**src/rtl/evp_pkg.sv**
```systemverilog
// Shared definitions for the store-polynomial (STP) stage and the
// polynomial evaluation FSM that later reads the same coefficient/degree RAMs.
//   - stp_state_e : STP controller state encoding
//   - MAX_DEGREE / SLOT_STRIDE : polynomial slot geometry in coefficient RAM S
//   - N_ERR : degree marker written for an illegal degree; the evaluator
//             treats this value as an error
//   - STATUS_* : values reported on the status output
//   - log2 : address-width helper (ceiling log2)
package evp_pkg;

    localparam int          MAX_DEGREE  = 10;
    localparam logic [6:0]  SLOT_STRIDE = 7'd11;
    localparam logic [4:0]  N_ERR       = 5'b11111;

    localparam logic [31:0] STATUS_OK   = 32'h0000_0000;
    localparam logic [31:0] STATUS_ERR  = 32'h0000_0002;
    localparam logic [31:0] STATUS_IDLE = 32'hFFFF_FFFF;

    typedef enum logic [2:0] {
        ST_IDLE     = 3'd0,
        ST_START    = 3'd1,
        ST_CHECK_N  = 3'd2,
        ST_RD_COEFF = 3'd3,
        ST_WR_COEFF = 3'd4,
        ST_WR_N     = 3'd5,
        ST_ERROR    = 3'd6,
        ST_END      = 3'd7
    } stp_state_e;

    // Ceiling log2; a depth of 1 still yields a width of 0.
    function automatic int log2(input int value);
        int r;
        r = 0;
        for (int i = 0; i < 31; i++) begin
            if ((32'd1 << i) < value) begin
                r = i + 1;
            end else begin
                r = r;
            end
        end
        return r;
    endfunction

endpackage

```
**src/rtl/stp_fsm_if.sv**
```systemverilog
// Bus bundle between the STP stage and its environment (instruction issue,
// data buffer, coefficient RAM S and degree RAM N).
//   slave  : the STP stage side
//   master : the environment side (issue logic, RAMs, or a testbench)
// AW is the data buffer address width.
interface stp_fsm_if #(
    parameter int AW = 10
);
    logic          start_stp;
    logic [2:0]    A;
    logic [4:0]    N;
    logic [AW-1:0] rd_addr_data;
    logic [15:0]   ram_out_data;
    logic          en_rd_data;
    logic [AW-1:0] rd_addr_data_updated;
    logic          en_wr_S;
    logic [6:0]    wr_addr_S;
    logic [15:0]   wr_data_S;
    logic          en_wr_N;
    logic [2:0]    wr_addr_N;
    logic [4:0]    wr_data_N;
    logic          done_stp;
    logic [31:0]   status;

    modport slave (
        input  start_stp, A, N, rd_addr_data, ram_out_data,
        output en_rd_data, rd_addr_data_updated,
               en_wr_S, wr_addr_S, wr_data_S,
               en_wr_N, wr_addr_N, wr_data_N,
               done_stp, status
    );

    modport master (
        output start_stp, A, N, rd_addr_data, ram_out_data,
        input  en_rd_data, rd_addr_data_updated,
               en_wr_S, wr_addr_S, wr_data_S,
               en_wr_N, wr_addr_N, wr_data_N,
               done_stp, status
    );
endinterface

```
**src/rtl/stp_fsm.sv**
```systemverilog
// Store-polynomial stage. On start_stp it copies N+1 coefficient tokens from
// the data buffer into coefficient RAM S at A*11+i, then writes the degree N
// into degree RAM N at address A. An illegal degree (N > max_degree) writes
// N_ERR instead, consumes no tokens and reports STATUS_ERR.
// Ports:
//   clk : system clock
//   rst : asynchronous reset, active low
//   bus : stp_fsm_if.slave (instruction fields, data buffer read port,
//         S/N RAM write ports, done_stp pulse, status)
module stp_fsm
    import evp_pkg::*;
#(
    parameter int buffer_size = 1024,
    parameter int max_degree  = MAX_DEGREE
) (
    input  logic       clk,
    input  logic       rst,
    stp_fsm_if.slave   bus
);

    localparam int            AW       = log2(buffer_size);
    localparam logic [6:0]    STRIDE   = 7'(max_degree + 1);
    localparam logic [4:0]    MAX_N    = 5'(max_degree);
    localparam logic [AW-1:0] ADDR_ONE = {{(AW-1){1'b0}}, 1'b1};

    stp_state_e    state_r, next_state_s;
    logic [2:0]    A_r;
    logic [4:0]    N_r;
    logic [3:0]    idx_r;
    logic [AW-1:0] rd_addr_r;
    logic [31:0]   status_r;
    // Last values driven with an enable, so the write ports hold when idle.
    logic [6:0]    s_addr_hold_r;
    logic [15:0]   s_data_hold_r;
    logic [2:0]    n_addr_hold_r;
    logic [4:0]    n_data_hold_r;

    logic          last_coeff_s;
    logic [6:0]    s_addr_s;
    logic          en_rd_s, en_wr_s_s, en_wr_n_s, done_s;
    logic [6:0]    wr_addr_s_s;
    logic [15:0]   wr_data_s_s;
    logic [2:0]    wr_addr_n_s;
    logic [4:0]    wr_data_n_s;

    // Max address is 7*11+10 = 87, so 7-bit arithmetic cannot overflow.
    assign s_addr_s     = ({4'b0000, A_r} * STRIDE) + {3'b000, idx_r};
    assign last_coeff_s = ({1'b0, idx_r} == N_r);

    // State register.
    always_ff @(posedge clk or negedge rst) begin
        if (!rst) begin
            state_r <= ST_IDLE;
        end else begin
            state_r <= next_state_s;
        end
    end

    // Instruction latches, token index, read pointer, status and port holds.
    always_ff @(posedge clk or negedge rst) begin
        if (!rst) begin
            A_r           <= 3'd0;
            N_r           <= 5'd0;
            idx_r         <= 4'd0;
            rd_addr_r     <= {AW{1'b0}};
            status_r      <= STATUS_IDLE;
            s_addr_hold_r <= 7'd0;
            s_data_hold_r <= 16'd0;
            n_addr_hold_r <= 3'd0;
            n_data_hold_r <= 5'd0;
        end else begin
            case (state_r)
                ST_START: begin
                    A_r       <= bus.A;
                    N_r       <= bus.N;
                    rd_addr_r <= bus.rd_addr_data;
                    idx_r     <= 4'd0;
                end
                ST_WR_COEFF: begin
                    // Wraps naturally modulo buffer_size (power of two).
                    rd_addr_r     <= rd_addr_r + ADDR_ONE;
                    s_addr_hold_r <= s_addr_s;
                    s_data_hold_r <= bus.ram_out_data;
                    if (!last_coeff_s) begin
                        idx_r <= idx_r + 4'd1;
                    end else begin
                        idx_r <= idx_r;
                    end
                end
                ST_WR_N: begin
                    status_r      <= STATUS_OK;
                    n_addr_hold_r <= A_r;
                    n_data_hold_r <= N_r;
                end
                ST_ERROR: begin
                    status_r      <= STATUS_ERR;
                    n_addr_hold_r <= A_r;
                    n_data_hold_r <= N_ERR;
                end
                default: begin
                end
            endcase
        end
    end

    // Next-state and output decode.
    always_comb begin
        next_state_s = state_r;
        en_rd_s      = 1'b0;
        en_wr_s_s    = 1'b0;
        en_wr_n_s    = 1'b0;
        done_s       = 1'b0;
        wr_addr_s_s  = s_addr_hold_r;
        wr_data_s_s  = s_data_hold_r;
        wr_addr_n_s  = n_addr_hold_r;
        wr_data_n_s  = n_data_hold_r;
        case (state_r)
            ST_IDLE: begin
                if (bus.start_stp) begin
                    next_state_s = ST_START;
                end else begin
                    next_state_s = ST_IDLE;
                end
            end
            ST_START: begin
                next_state_s = ST_CHECK_N;
            end
            ST_CHECK_N: begin
                if (N_r > MAX_N) begin
                    next_state_s = ST_ERROR;
                end else begin
                    next_state_s = ST_RD_COEFF;
                end
            end
            ST_RD_COEFF: begin
                en_rd_s      = 1'b1;
                next_state_s = ST_WR_COEFF;
            end
            ST_WR_COEFF: begin
                // Buffer data requested in RD_COEFF is valid this cycle.
                en_wr_s_s   = 1'b1;
                wr_addr_s_s = s_addr_s;
                wr_data_s_s = bus.ram_out_data;
                if (last_coeff_s) begin
                    next_state_s = ST_WR_N;
                end else begin
                    next_state_s = ST_RD_COEFF;
                end
            end
            ST_WR_N: begin
                en_wr_n_s    = 1'b1;
                wr_addr_n_s  = A_r;
                wr_data_n_s  = N_r;
                next_state_s = ST_END;
            end
            ST_ERROR: begin
                en_wr_n_s    = 1'b1;
                wr_addr_n_s  = A_r;
                wr_data_n_s  = N_ERR;
                next_state_s = ST_END;
            end
            ST_END: begin
                done_s       = 1'b1;
                next_state_s = ST_IDLE;
            end
            default: begin
                next_state_s = ST_IDLE;
            end
        endcase
    end

    assign bus.en_rd_data           = en_rd_s;
    assign bus.rd_addr_data_updated = rd_addr_r;
    assign bus.en_wr_S              = en_wr_s_s;
    assign bus.wr_addr_S            = wr_addr_s_s;
    assign bus.wr_data_S            = wr_data_s_s;
    assign bus.en_wr_N              = en_wr_n_s;
    assign bus.wr_addr_N            = wr_addr_n_s;
    assign bus.wr_data_N            = wr_data_n_s;
    assign bus.done_stp             = done_s;
    assign bus.status               = status_r;

endmodule

```
**src/flat_wrapper.sv**
```systemverilog
// flat-port wrapper written by rule: the top's interface ports become plain ports
module stp_fsm_flat import evp_pkg::*;
#(
    parameter int buffer_size = 1024,
    parameter int max_degree  = MAX_DEGREE
)
  (clk, rst, bus_start_stp, bus_A, bus_N, bus_rd_addr_data, bus_ram_out_data, bus_en_rd_data, bus_rd_addr_data_updated, bus_en_wr_S, bus_wr_addr_S, bus_wr_data_S, bus_en_wr_N, bus_wr_addr_N, bus_wr_data_N, bus_done_stp, bus_status);
  stp_fsm_if bus_i ();
  input  logic clk;
  input  logic rst;
  input wire logic [$bits(bus_i.start_stp)-1:0] bus_start_stp;
  input wire logic [$bits(bus_i.A)-1:0] bus_A;
  input wire logic [$bits(bus_i.N)-1:0] bus_N;
  input wire logic [$bits(bus_i.rd_addr_data)-1:0] bus_rd_addr_data;
  input wire logic [$bits(bus_i.ram_out_data)-1:0] bus_ram_out_data;
  output wire logic [$bits(bus_i.en_rd_data)-1:0] bus_en_rd_data;
  output wire logic [$bits(bus_i.rd_addr_data_updated)-1:0] bus_rd_addr_data_updated;
  output wire logic [$bits(bus_i.en_wr_S)-1:0] bus_en_wr_S;
  output wire logic [$bits(bus_i.wr_addr_S)-1:0] bus_wr_addr_S;
  output wire logic [$bits(bus_i.wr_data_S)-1:0] bus_wr_data_S;
  output wire logic [$bits(bus_i.en_wr_N)-1:0] bus_en_wr_N;
  output wire logic [$bits(bus_i.wr_addr_N)-1:0] bus_wr_addr_N;
  output wire logic [$bits(bus_i.wr_data_N)-1:0] bus_wr_data_N;
  output wire logic [$bits(bus_i.done_stp)-1:0] bus_done_stp;
  output wire logic [$bits(bus_i.status)-1:0] bus_status;
  assign bus_i.start_stp = bus_start_stp;
  assign bus_i.A = bus_A;
  assign bus_i.N = bus_N;
  assign bus_i.rd_addr_data = bus_rd_addr_data;
  assign bus_i.ram_out_data = bus_ram_out_data;
  assign bus_en_rd_data = bus_i.en_rd_data;
  assign bus_rd_addr_data_updated = bus_i.rd_addr_data_updated;
  assign bus_en_wr_S = bus_i.en_wr_S;
  assign bus_wr_addr_S = bus_i.wr_addr_S;
  assign bus_wr_data_S = bus_i.wr_data_S;
  assign bus_en_wr_N = bus_i.en_wr_N;
  assign bus_wr_addr_N = bus_i.wr_addr_N;
  assign bus_wr_data_N = bus_i.wr_data_N;
  assign bus_done_stp = bus_i.done_stp;
  assign bus_status = bus_i.status;
  stp_fsm #(.buffer_size(buffer_size), .max_degree(max_degree)) u_core (.clk(clk), .rst(rst), .bus(bus_i));
endmodule
```
**config.mk**
```make
export PLATFORM = sky130hd
export DESIGN_NAME = stp_fsm_flat
export DESIGN_NICKNAME = d
export VERILOG_FILES = /design/src/rtl/evp_pkg.sv /design/src/rtl/stp_fsm_if.sv /design/src/rtl/stp_fsm.sv /design/src/flat_wrapper.sv
export SDC_FILE = /design/constraint.sdc
export NUM_CORES = 1
export LEC_CHECK = 0
export CORE_MARGIN = 1
export CORE_UTILIZATION = 48
export DETAILED_ROUTE_END_ITERATION = 12
export PLACE_DENSITY = 0.85
export SLEW_MARGIN = 20
export SYNTH_ARGS = -nofsm -noshare
export SYNTH_HDL_FRONTEND = slang
export SYNTH_SLANG_ARGS = --single-unit
```
**constraint.sdc**
```tcl
create_clock -name clk -period 4.38 [get_ports clk]
set_input_delay 0.657 -clock clk [delete_from_list [all_inputs] [get_ports clk]]
set_output_delay 0.657 -clock clk [all_outputs]
set_load 0.02 [all_outputs]
```
; Word level (Yosys, flattened, before mapping)
; Index checks and enable logic that the tools add are counted.
; W data, S select, Z words.
[word_totals]
ff_bits = 88
in_bits = 37
output_inout_bits = 77
wordCells = 45
[op_classes]
add_sub_neg = 3
n_mul = 1
magnitude_cmp = 1
eq_ne = 9
n_mux = 16
reduce_logical = 5
[ops]
columns = operator, n
row1 = $pmux W32 S2, 1
row2 = $pmux W3 S7, 1
row3 = $pmux W10 S2, 1
row4 = $mux W16, 1
row5 = $eq A3 B3 Y1 const B, 4
row6 = $add A10 B1 Y10 const B, 1
row7 = $pmux W5 S2, 1
row8 = $mux W3, 3
row9 = $pmux W4 S2, 1
row10 = $add A7 B4 Y7, 1
row11 = $mul A3 B4 Y7 const B, 1
row12 = $mux W7, 1
row13 = $eq A3 B2 Y1 const B, 2
row14 = $eq A4 B5 Y1, 1
row15 = $gt A5 B4 Y1 const B, 1
row16 = $mux W1, 5
row17 = $add A4 B1 Y4 const B, 1
row18 = $mux W4, 1
row19 = $reduce_bool A2 Y1, 2
row20 = $eq A3 B1 Y1 const B, 1
row21 = $logic_not A3 Y1, 1
row22 = $ne A2 B2 Y1 const B, 1
row23 = $reduce_and A2 Y1, 1
row24 = $reduce_or A2 Y1, 1

; Logic depth before layout (Yosys ltp)
[logic_depth]
depth_word = 3
ltp_mapped = 10
depth_no_buf = 10

; Least setup slack after synthesis
; OpenSTA, ideal clock, no wires.
[synth_timing]
path_type = register -> output
startpoint = register u_core.A_r[1]
endpoint = output bus_wr_addr_S[5]
arrival_ns = 2.623
required_time_ns = 3.723
setup_slack_ns = 1.100
path_stages_with_launch = 10
n_path_buf = 0
path_cell_list = dfrtp_1 -> ha_1 -> fa_1 -> inv_1 -> fa_1 -> inv_1 -> a21o_1 -> a21oi_1 -> xor2_1 -> o21ai_0
[synth_via]
elab_chain_len = 3
[synth_lines]
columns = element, line_no
row1 = start: declaration, stp_fsm.sv:27  ; logic [2:0] A_r;
row2 = start signal: assignment, stp_fsm.sv:74  ; A_r <= bus.A;
row3 = $mul A3 B4 Y7, stp_fsm.sv:47  ; assign s_addr_s = ({4'b0000, A_r} * STRIDE) + {3'b000, idx_r};
row4 = $add A7 B4 Y7, stp_fsm.sv:47
row5 = $mux W7, --
row6 = end: declaration, flat_wrapper.sv:19  ; output wire logic [$bits(bus_i.wr_addr_S)-1:0] bus_wr_addr_S;
; No other way between the ends.

; Worst setup path in the final report
; Same ends and word-level chain as after synthesis.

==> flow_summary.toml <==
[synthesis]
syn-num-nets = 391
synthTopCellsByArea = "dfrtp_1 45%, nand2_1 13%, buf_4 7.4%"
synth.avg_cell_area_um2 = 9.24
syn_inst = 339
yosysUniqueCellTypes = 48
ys_ff_latch = 58
yosys.area.top_type = "dfrtp_1"
synth_edf_count = 0
yosysTopAreaCellShare_pct = 44.7
yosysSeqAreaShare_pct = 46.4
syn-cell-area_um2 = 3130
ys.flop_type = "dfrtp_1"
async_flop_share_pct = 100
ys_warn_count = 0

[job]
cap_violations = 0

[grt]
antenna_found_initial = 0
grt_pass1_wl_um = 10800
grt-busiest-layer = "met2"
grt_max_degree = 41
grt-ovfl-total = 0
grt_util_met2_pct = 36.6
grt_util_met3_pct = 4.15
grt_pass1_vias = 2411
use_met1_pct = 25.9
gr-usage-all-layers_pct = 21.3

[die]
io_pins = 114
die_w_um = 82.8
rows = 29
start_util_pct = 49.6
core_um2 = 6310
dieArea_um2 = 6850
fp.dieH_um = 82.8

[final_layout]
antenna_cells = 0
drive_above_1_share_pct = 6.09
final_cell_mix = "112 x clkdlybuf4s50_1, 105 x nand2_1, 56 x dfrtp_1"
stdcell_area_um2 = 4250
fill_cells = 540
final_common_cell = "clkdlybuf4s50_1"
area_delta_synth_final_pct = 35.6
finalNetCount = 475

[timing]
period_minus_slack_ps = 4110
slew_headroom_pct = 55.4
rsz0062_at_grt = "false"
hold_viol = 0
drv_slew = 0
tns_ps = 0
worst_pin_slew_ps = 669
finalSetupViolations = 0
period_share_pct = 93.7
finalClockSkew_ps = 4.15
fmax_mhz = 244

[clock_tree]
cts_resized = 0
hold_buffers = 0
cts_tree = "built"
root_buffer = "clkbuf_8"
clkLatencyLatePin_ps = 330
cts-buffers-inserted = 9
max-clock-path-buffers = 2
htree_levels = 3
cts_sinks = 58
post_cts.repair.setup_buffers = 0
cts.clk_slew.worst_paths_ps = 60

[pwr]
vdd_drop_max_mv = 0.467
p_int_mw = 1.99
finalPower_mw = 3.51
pwr-share-seq_pct = 29.7
p_leak_nw = 1.97
p_clk_share_pct = 13.5
power_frac_comb_pct = 56.8
switching_share_pct = 43.4
p_switching_mw = 1.52
p_per_area_nw_per_um2 = 826

[critical_path]
r2r_start = "u_core.A_r[1]"
worst-r2r-setup-slack_ps = 1820
path_max_fanout = 5
cp-end-kind = "primary output"
critPathKind = "flip-flop to primary output"
startpoint = "u_core.A_r[1]"
r2r_cells = 9
required_ps = 3720
arrival_ps = 3450
r2r_end = "u_core.s_addr_hold_r[5]"
crit_path_start_kind = "flip-flop"

[placement]
place_congestion = 0.778
dpl-instance-area_um2 = 4060
io_buffers = 113
hpwlAfterDp_um = 4980

[drt]
remaining_drc_errors = 0
ant_nets = 0
drt_iter0_drc = 81
num_vias = 2600
vias_per_cell = 5.16
wirelength_um = 6920
dr.pass1.iters = 4
wire_per_inst_um = 13.7

[outcome]
status = "finished clean"

[hold_path]
hold_class = "input port to async pin"
worst max-delay path, cell delays in order, from the launching register on:
cell             delay (ps)
dfrtp_1                 440
ha_1                    340
fa_1                    540
inv_1                    70
fa_1                    460
inv_1                    70
a21o_1                  120
a21oi_1                  80
xor2_1                  140
o21ai_0                 200
clkdlybuf4s50_1         650
power by group through the flow:
stage,sequential [mW],clock [mW],combinational (mW)
floorplan,1.00,0,1.27
global placement,1.03,0,1.95
detailed placement,1.05,0,2.01
CTS,1.04,0.486,2.02
global route,1.07,0.506,2.21
finish,1.04,0.472,1.99
cell families (layout without fill, tap and decap cells):
family,Yosys count,after routing,share of synthesized area [%]
AOI/OAI and AO/OA,56,56,12.8
xor gates and xnor gates,9,9,2.52
adders and majority gates,15,15,6.71
buffers and inverters,56,144,11.6
DFF,58,58,46.4
muxes,1,1,0.320
and+or+nand+nor,144,144,19.7
worst max-delay path by stage:
stage	slack, ps	endpoint
3_5_place_dp	610	bus_wr_addr_S[5]
6_report	270	bus_wr_addr_S[5]
3_3_place_gp	740	bus_wr_addr_S[5]
2_1_floorplan	1100	bus_wr_addr_S[5]
4_1_cts	240	bus_wr_addr_S[5]
5_1_grt	10	bus_wr_addr_S[5]
stage by stage:
step | hold WS [ps] | std cells | utilization (%) | setup slack (ps)
after CTS | 254 | 504 | 67.3 | 243
after detailed placement | 457 | 489 | 64.3 | 610
final | 256 | 504 | 67.3 | 275
after floorplan | 361 | 339 | - | 1100
after global placement | 454 | 489 | 64.3 | 740
after global routing | 276 | 504 | 67.3 | 10.8
registers in the layout, summed over array words and instances (netlist names):
signal and flops:
u_core.A_r 3, u_core.N_r 5, u_core.bus.rd_addr_data_updated 10, u_core.bus.status 2, u_core.idx_r 4, u_core.n_addr_hold_r 3
u_core.n_data_hold_r 5, u_core.s_addr_hold_r 7, u_core.s_data_hold_r 16, u_core.state_r 3
per-layer routing:
layer | vias up | wire length, um
met5 | - | 0
met4 | 0 | 101
met3 | 10 | 379
met2 | 85 | 3530
met1 | 1232 | 2900
li1 | 1273 | -
cells in the mapped netlist, types with 2 or more instances:
| master | number |
|---|---|
| buf_6 | 3 |
| buf_1 | 2 |
| fa_1 | 3 |
| a21oi_1 | 12 |
| nor3_1 | 4 |
| and2_1 | 2 |
| clkbuf_1 | 3 |
| xor2_1 | 9 |
| buf_2 | 3 |
| nand3_1 | 5 |
| dfstp_2 | 2 |
| ha_1 | 12 |
| nand4_1 | 2 |
| o22ai_1 | 3 |
| inv_1 | 12 |
| dfrtp_1 | 56 |
| o211ai_1 | 3 |
| nand2_1 | 105 |
| and3_1 | 4 |
| a21o_1 | 4 |
| buf_4 | 31 |
| o21ai_0 | 6 |
| o22a_1 | 13 |
| nor2b_1 | 2 |
| nor2_1 | 12 |
| a311oi_1 | 3 |
| and4_1 | 2 |
cell type report:
cell class,count,area (um2),area share (%)
clock inverters,3,40.0,0.943
well taps,77,96.3,2.27
inverters,13,48.8,1.15
clock buffers,12,145,3.42
repair buffers,116,1150,27.0
flip-flops and latches,58,1450,34.2
multi-input cells,225,1320,31.0
No activity file was read; power rests on OpenSTA's default activity.
